### src/rtl/rns_div_pkg.sv
// Shared encodings and constants for the RNS back-end restoring divider.
package rns_div_pkg;

  typedef enum logic [1:0] {
    IDLE = 2'd0,
    MULT = 2'd1,
    DIV  = 2'd2,
    DONE = 2'd3
  } div_state_t;

  localparam int          DIVIDEND_W_DEF = 12;
  localparam int          FACTOR_W_DEF   = 3;
  localparam logic [11:0] DBZ_QUOTIENT   = 12'hFFF;
  localparam int          ITER_LAST      = 11;

endpackage

### src/rtl/multiplier_3_3_6_BIT.sv
// Unsigned 3x3 -> 6-bit combinational product; the forward step of the RNS product path.
module multiplier_3_3_6_BIT (
  input  logic [2:0] a,
  input  logic [2:0] b,
  output logic [5:0] result
);

  assign result = {3'b000, a} * {3'b000, b};

endmodule

### src/rtl/divider_12_3_3_seq.sv
// Restoring divider: dividend / (factor_a*factor_b); result 14 edges after accept (2 on divide-by-zero).
// Accepts only in IDLE; result and out_valid are held until out_ready.
module divider_12_3_3_seq
  import rns_div_pkg::*;
#(
  parameter int DIVIDEND_W = DIVIDEND_W_DEF,
  parameter int FACTOR_W   = FACTOR_W_DEF
) (
  input  logic                    clk,
  input  logic                    rst_n,
  input  logic                    in_valid,
  output logic                    in_ready,
  input  logic [DIVIDEND_W-1:0]   dividend,
  input  logic [FACTOR_W-1:0]     factor_a,
  input  logic [FACTOR_W-1:0]     factor_b,
  output logic                    out_valid,
  input  logic                    out_ready,
  output logic [DIVIDEND_W-1:0]   quotient,
  output logic [2*FACTOR_W-1:0]   remainder,
  output logic                    div_by_zero
);

  localparam int DW = 2 * FACTOR_W;
  localparam int CW = $clog2(DIVIDEND_W);

  div_state_t            state, state_nxt;
  logic [DIVIDEND_W-1:0] q_reg;
  logic [DW-1:0]         r_reg;
  logic [FACTOR_W-1:0]   fa_reg, fb_reg;
  logic [DW-1:0]         d_reg;
  logic [DW-1:0]         product;
  logic [CW-1:0]         cnt;
  logic                  dbz_reg;

  logic [DW:0]           shifted;
  logic [DW:0]           trial;
  logic                  trial_ok;

  multiplier_3_3_6_BIT u_mult (
    .a      (fa_reg),
    .b      (fb_reg),
    .result (product)
  );

  assign in_ready = (state == IDLE);

  // The restored remainder is always below D, so DW bits hold it; only the trial needs the extra bit.
  assign shifted  = {r_reg, q_reg[DIVIDEND_W-1]};
  assign trial_ok = (shifted >= {1'b0, d_reg});
  assign trial    = shifted - {1'b0, d_reg};

  always_ff @(posedge clk or negedge rst_n) begin
    if (!rst_n) begin
      state <= IDLE;
    end else begin
      state <= state_nxt;
    end
  end

  always_comb begin
    state_nxt = state;
    case (state)
      IDLE: if (in_valid) state_nxt = MULT;
      MULT: state_nxt = (product == '0) ? DONE : DIV;
      DIV:  if (cnt == CW'(ITER_LAST)) state_nxt = DONE;
      DONE: if (out_valid && out_ready) state_nxt = IDLE;
      default: state_nxt = IDLE;
    endcase
  end

  always_ff @(posedge clk or negedge rst_n) begin
    if (!rst_n) begin
      q_reg       <= '0;
      r_reg       <= '0;
      fa_reg      <= '0;
      fb_reg      <= '0;
      d_reg       <= '0;
      cnt         <= '0;
      dbz_reg     <= 1'b0;
      out_valid   <= 1'b0;
      quotient    <= '0;
      remainder   <= '0;
      div_by_zero <= 1'b0;
    end else begin
      case (state)
        IDLE: begin
          if (in_valid) begin
            q_reg   <= dividend;
            fa_reg  <= factor_a;
            fb_reg  <= factor_b;
            r_reg   <= '0;
            dbz_reg <= 1'b0;
          end
        end
        MULT: begin
          d_reg <= product;
          cnt   <= '0;
          if (product == '0) begin
            dbz_reg <= 1'b1;
            q_reg   <= DIVIDEND_W'(DBZ_QUOTIENT);
            r_reg   <= '0;
          end
        end
        DIV: begin
          if (trial_ok) begin
            r_reg <= trial[DW-1:0];
            q_reg <= {q_reg[DIVIDEND_W-2:0], 1'b1};
          end else begin
            r_reg <= shifted[DW-1:0];
            q_reg <= {q_reg[DIVIDEND_W-2:0], 1'b0};
          end
          cnt <= cnt + CW'(1);
        end
        DONE: begin
          // First DONE cycle publishes the result; it then stays frozen until taken.
          if (!out_valid) begin
            out_valid   <= 1'b1;
            quotient    <= q_reg;
            remainder   <= r_reg;
            div_by_zero <= dbz_reg;
          end else if (out_ready) begin
            out_valid <= 1'b0;
          end
        end
        default: ;
      endcase
    end
  end

endmodule
### config.mk
export PLATFORM = sky130hd
export DESIGN_NAME = divider_12_3_3_seq
export DESIGN_NICKNAME = d
export VERILOG_FILES = /design/src/rtl/rns_div_pkg.sv /design/src/rtl/multiplier_3_3_6_BIT.sv /design/src/rtl/divider_12_3_3_seq.sv
export SDC_FILE = /design/constraint.sdc
export NUM_CORES = 1
export LEC_CHECK = 0
export BUFFER_PORTS_ARGS = -buffer_cell sky130_fd_sc_hd__buf_2
export CAP_MARGIN = 10
export CORE_MARGIN = 5
export CORE_UTILIZATION = 25
export CTS_BUF_LIST = sky130_fd_sc_hd__clkbuf_2 sky130_fd_sc_hd__clkbuf_4 sky130_fd_sc_hd__clkbuf_8
export CTS_CLUSTER_DIAMETER = 60
export DETAILED_ROUTE_END_ITERATION = 16
export PLACE_DENSITY_LB_ADDON = 0.2
export SETUP_SLACK_MARGIN = 0.3
export SLEW_MARGIN = 30
export SYNTH_ARGS = -nofsm -noshare
export SYNTH_HDL_FRONTEND = slang
export SYNTH_SLANG_ARGS = --single-unit
### constraint.sdc
create_clock -name clk -period 7.5 [get_ports clk]
set_input_delay 1.5 -clock clk [delete_from_list [all_inputs] [get_ports clk]]
set_output_delay 1.5 -clock clk [all_outputs]
set_load 0.1 [all_outputs]
== After elaboration in Yosys (flattened, before gate mapping) ==
Index checks and enable logic that the tools add are counted.

* Register bits: 57
* Input bits: 22
* Output and inout bits: 21
* Logic and storage cells: 55

* Add/sub/neg operators: 2
* Multiply operators: 1
* Magnitude comparators: 1
* Eq/ne operators: 8
* Muxes and demuxes: 19
* Bitwise gates (word level): 1
* Reductions and logical operators: 11

{| class="wikitable"
|+ Operator list
! kind !! number
|-
| $pmux 12 s3 || 1
|-
| $mux 12 || 2
|-
| $mux 6 || 3
|-
| $pmux 6 s3 || 1
|-
| $reduce_and 3->1 || 3
|-
| $ne 2x2->1 const B || 4
|-
| $pmux 2 s4 || 1
|-
| $pmux 4 s2 || 1
|-
| $ge 7x6->1 || 1
|-
| $logic_not 6->1 || 1
|-
| $mul 3x3->6 || 1
|-
| $mux 1 || 6
|-
| $mux 2 || 3
|-
| $sub 6x6->6 || 1
|-
| $add 4x1->4 const B || 1
|-
| $eq 2x2->1 const B || 2
|-
| $eq 4x4->1 const B || 1
|-
| $reduce_and 2->1 || 2
|-
| $reduce_bool 2->1 || 2
|-
| $reduce_bool 3->1 || 1
|-
| $eq 2x1->1 const B || 1
|-
| $logic_not 2->1 || 1
|-
| $pmux 1 s2 || 1
|-
| $logic_and 1x1->1 || 1
|-
| $not 1->1 || 1
|}

== Logic depth before layout (Yosys ltp) ==
* Depth after elaboration: 4
* Mapped depth: 13

== Cells and area by module ==
Synthesis repeated with hierarchy kept, for this count alone.

* Cell total of the unflattened synthesis: 294
* Area, all modules: 3007.9 sq um

{| class="wikitable"
|+ By module, submodules not included
! module !! instances !! cells an instance !! area an instance (sq um) !! sequential area each (sq um)
|-
| divider_12_3_3_seq || 1 || 270 || 2811.4 || 1426.4
|-
| multiplier_3_3_6_BIT || 1 || 24 || 196.4 || 0.0
|}

== Worst setup path before layout ==
OpenSTA, ideal clock, no wires.

* Path type: register to output
* Start: register state[0]
* End: output in_ready
* Arrival: 1348 ps
* Data required time: 6000 ps
* Slack: 4652 ps
* Stages on the path, launching flop included: 3
* Buffers on the path: 0
* Cell sequence: dfrtp_1 inv_1 ha_1

* Longest elaborated chain between the ends: 1

{| class="wikitable"
|+ Ends and longest elaborated chain
! item !! RTL line !! text
|-
| start, declared || divider_12_3_3_seq.sv:26 || <nowiki>div_state_t state, state_nxt;</nowiki>
|-
| start signal, assigned || divider_12_3_3_seq.sv:56 || <nowiki>state <= state_nxt;</nowiki>
|-
| $logic_not 2->1 || divider_12_3_3_seq.sv:45 || <nowiki>assign in_ready = (state == IDLE);</nowiki>
|-
| end, declared || divider_12_3_3_seq.sv:12 || <nowiki>output logic in_ready,</nowiki>
|}

Every way passes these cells.

== Worst setup path in the final report ==
* Start: register fa_reg[0]
* End: register q_reg[0]

* Longest elaborated chain between the ends: 4

{| class="wikitable"
|+ Ends and longest elaborated chain
! item !! RTL line !! text
|-
| start, declared || divider_12_3_3_seq.sv:29 || <nowiki>logic [FACTOR_W-1:0] fa_reg, fb_reg;</nowiki>
|-
| start signal, assigned || divider_12_3_3_seq.sv:89 || <nowiki>fa_reg <= factor_a;</nowiki>
|-
| $mul 3x3->6 || multiplier_3_3_6_BIT.sv:8 || <nowiki>assign result = {3'b000, a} * {3'b000, b};</nowiki>
|-
| $logic_not 6->1 || divider_12_3_3_seq.sv:98 || <nowiki>if (product == '0) begin</nowiki>
|-
| $ne 2x2->1 (no line) || - ||
|-
| $reduce_and 3->1 (no line) || - ||
|-
| end signal, assigned || divider_12_3_3_seq.sv:100 || <nowiki>q_reg <= DIVIDEND_W'(DBZ_QUOTIENT);</nowiki>
|-
| end signal, assigned || divider_12_3_3_seq.sv:107 || <nowiki>q_reg <= {q_reg[DIVIDEND_W-2:0], 1'b1};</nowiki>
|-
| end signal, assigned || divider_12_3_3_seq.sv:110 || <nowiki>q_reg <= {q_reg[DIVIDEND_W-2:0], 1'b0};</nowiki>
|-
| end, declared || divider_12_3_3_seq.sv:27 || <nowiki>logic [DIVIDEND_W-1:0] q_reg;</nowiki>
|}

Every way passes these cells.
A chain may end at the register's enable or synchronous reset.

==> metrics.txt <==
wire length per cell roughly 14 µm; CP Max Fanout 29; Die Span Y 121 µm; Die W 121 µm; worst min path class reg -> reg; Crit Reg-Reg Endpoint q_reg[0]$_DFFE_PN0P_; critical path launch point type register; status finished, final reports clean; clk root buf clkbuf_8; MaxCap Viol Count 0; RD Place Congestion 0.745; register area share after synthesis 46.5%; Max Root-Sink Buffers 2; Syn Nets 346; final hold vios 0; flop2flop setup slack 4.30 ns; Syn Area/Cell around 10 µm²; DRT Pass-1 Iters 4; initial antenna violation count 0; CTS Buf Count 9; DRT Wirelength 6870 µm; Max Slew Vio Count 0; Fillers 1,274; crit share post-route a little over two fifths; Clock Pin Slew Worst Setup and Hold Paths 0.07 ns; initial drt markers just over 80; final setup fails 0; RSZ-0062 raised after global routing no; post_cts resized 0; Skew-Pair Late Insertion Delay around 0.33 ns; vias in the first global route between 2,000 and 2,500; pin count of the biggest net entering global routing 58; Cell Rows 40; Layout area overhead 18.1%; worst slew pin tran approximately 0.87 ns; clk sinks between 50 and 60; crit end category register; yosys warns 0; register area around 1400 µm²; Nets a little under 400; initial core utilization 25.5%; Core Footprint 12,000 µm²; Seq cells post-synth 57; DRC viols 0; area of the multi-input gates approximately 1500 µm²; Placement Setup Slack 4.25 ns; leading cell type in the layout, fill and taps excluded dfrtp_1; via/cell ratio 4.53; I/O pin count 43; first-pass GRT wire length 11,600 µm; CP required 7.72 ns; CP arrival 3.42 ns; crit path launch fa_reg[0]$_DFFE_PN0P_; Inserted Diodes 0; die area 14,600 µm²; final setup margin around 4.3 ns; hold bufs inserted after CTS 0; most frequent cells in the layout 57 x dfrtp_1, 44 x nand2_1, 42 x buf_2; depth of the most critical reg-to-reg path 8; HPWL after DPL 4910 µm; DR vias 2,252; grt ovf 0; Setup Fix Bufs, Post-CTS 0; r2r startpoint fa_reg[0]$_DFFE_PN0P_; crit path time final about 3.2 ns; post-synthesis cell type count 44; Clock Skews 0.0114 ns; CP endpoint q_reg[0]$_DFFE_PN0P_; Syn Inst Count 305; fmax approximately 310 MHz; worst hold path cell count 2; Setup TNS Final 0 ns; CTS tree yes; Overall Global Routing Usage around a tenth; # H-tree levels 3; Port-buffer cells 42; synthesized area 3070 µm²; layout cells sized above 1 a little over a quarter; Setup CP Type reg -> reg; antenna-violating nets left 0; relative max-transition margin between 40% and 50%
synthesized netlist by cell type:
master	count	share of area, %
nand3b_1	2	0.49
nor4_1	1	0.20
mux2i_1	3	0.98
inv_1	22	2.7
nor2b_1	2	0.41
nand2b_1	4	0.82
or2_1	1	0.20
buf_2	3	0.49
and2_2	1	0.24
mux2_4	1	0.49
buf_1	2	0.24
or2_0	1	0.20
nor3_1	3	0.49
a21o_1	3	0.73
nand3_1	5	0.82
buf_6	1	0.37
a41o_1	1	0.33
ha_1	16	6.5
dfrtp_1	57	47
clkbuf_1	8	0.98
a21oi_1	22	3.6
fa_1	3	2.0
o22ai_1	1	0.20
mux2_2	25	9.2
a311oi_1	2	0.57
o221ai_1	2	0.57
a41oi_1	1	0.29
o21ai_1	3	0.49
o21ai_0	35	5.7
a211oi_1	1	0.24
and2_1	6	1.2
a221oi_1	1	0.29
o31ai_1	1	0.24
and3_1	3	0.61
nor3b_1	1	0.24
nor2_1	7	0.86
a2111oi_0	1	0.29
xor2_1	2	0.57
nand2_1	44	5.4
a41oi_4	1	0.90
o2bb2ai_1	2	0.57
xnor2_1	2	0.57
o41ai_1	1	0.29
a2111oi_4	1	0.90
area by class of cell:
cell class	instances	share of cell area, %
Multi-Input combinational cell	212	41.7
Clock buffer	13	4.42
Inverter	22	2.28
Tap cell	147	5.08
Timing Repair Buffer	43	6.01
Sequential cell	57	39.4
Clock inverter	3	1.11
how the worst min path moves through the flow:
| stage | startpoint | endpoint | slack, ns |
|---|---|---|---|
| final | quotient[11]$_DFFE_PN0P_ | quotient[11]$_DFFE_PN0P_ | 0.48 |
| after global routing | quotient[8]$_DFFE_PN0P_ | quotient[8]$_DFFE_PN0P_ | 0.52 |
| after CTS | quotient[11]$_DFFE_PN0P_ | quotient[11]$_DFFE_PN0P_ | 0.50 |
| after detailed placement | quotient[11]$_DFFE_PN0P_ | quotient[11]$_DFFE_PN0P_ | 0.48 |
| after global placement | remainder[0]$_DFFE_PN0P_ | remainder[0]$_DFFE_PN0P_ | 0.47 |
| after floorplan | q_reg[10]$_DFFE_PN0P_ | q_reg[10]$_DFFE_PN0P_ | 0.47 |
cells by family after synthesis:
kind of cell               count (synthesis)  share of synthesized area, %
DFF                                       57                          46.5
muxes                                     29                          10.7
xor gates and xnor gates                   4                          1.14
and+or+nand+nor                           81                          12.2
buffers and inverters                     36                          4.78
adders and majority gates                 19                          8.49
AOI/OAI and AO/OA                         79                          16.2
metal layers:
layer  part of all wire, %  GRT usage (%)  vias up
met2                    46           15.8       39
met4                   1.6           3.82        0
met3                   3.5           2.71        9
li1                      -              -     1141
met1                    49           13.3     1063
met5                     0              0        -
stage by stage:
| step | cells | util [%] | area [µm²] | hold WS (ns) |
|---|---|---|---|---|
| after global placement | 481 | 28.4 | 3410 | 0.469 |
| after global routing | 497 | 30.1 | 3620 | 0.515 |
| final | 497 | 30.1 | 3620 | 0.484 |
| after CTS | 497 | 30.1 | 3620 | 0.500 |
| after floorplan | 305 | - | 3070 | 0.465 |
| after detailed placement | 481 | 28.4 | 3420 | 0.483 |
worst max-delay path, cell delays in order, from the launching register on:
cell	delay, ns
dfrtp_1	0.47
nand2_1	0.12
fa_1	0.49
inv_1	0.08
ha_1	0.22
a21o_1	0.19
a2111oi_0	0.80
a21oi_4	0.36
mux2_4	0.37
Power is left out: the tool's default activity adds up to more than one toggle a clock period on the data nets, which glitch-free logic cannot reach.
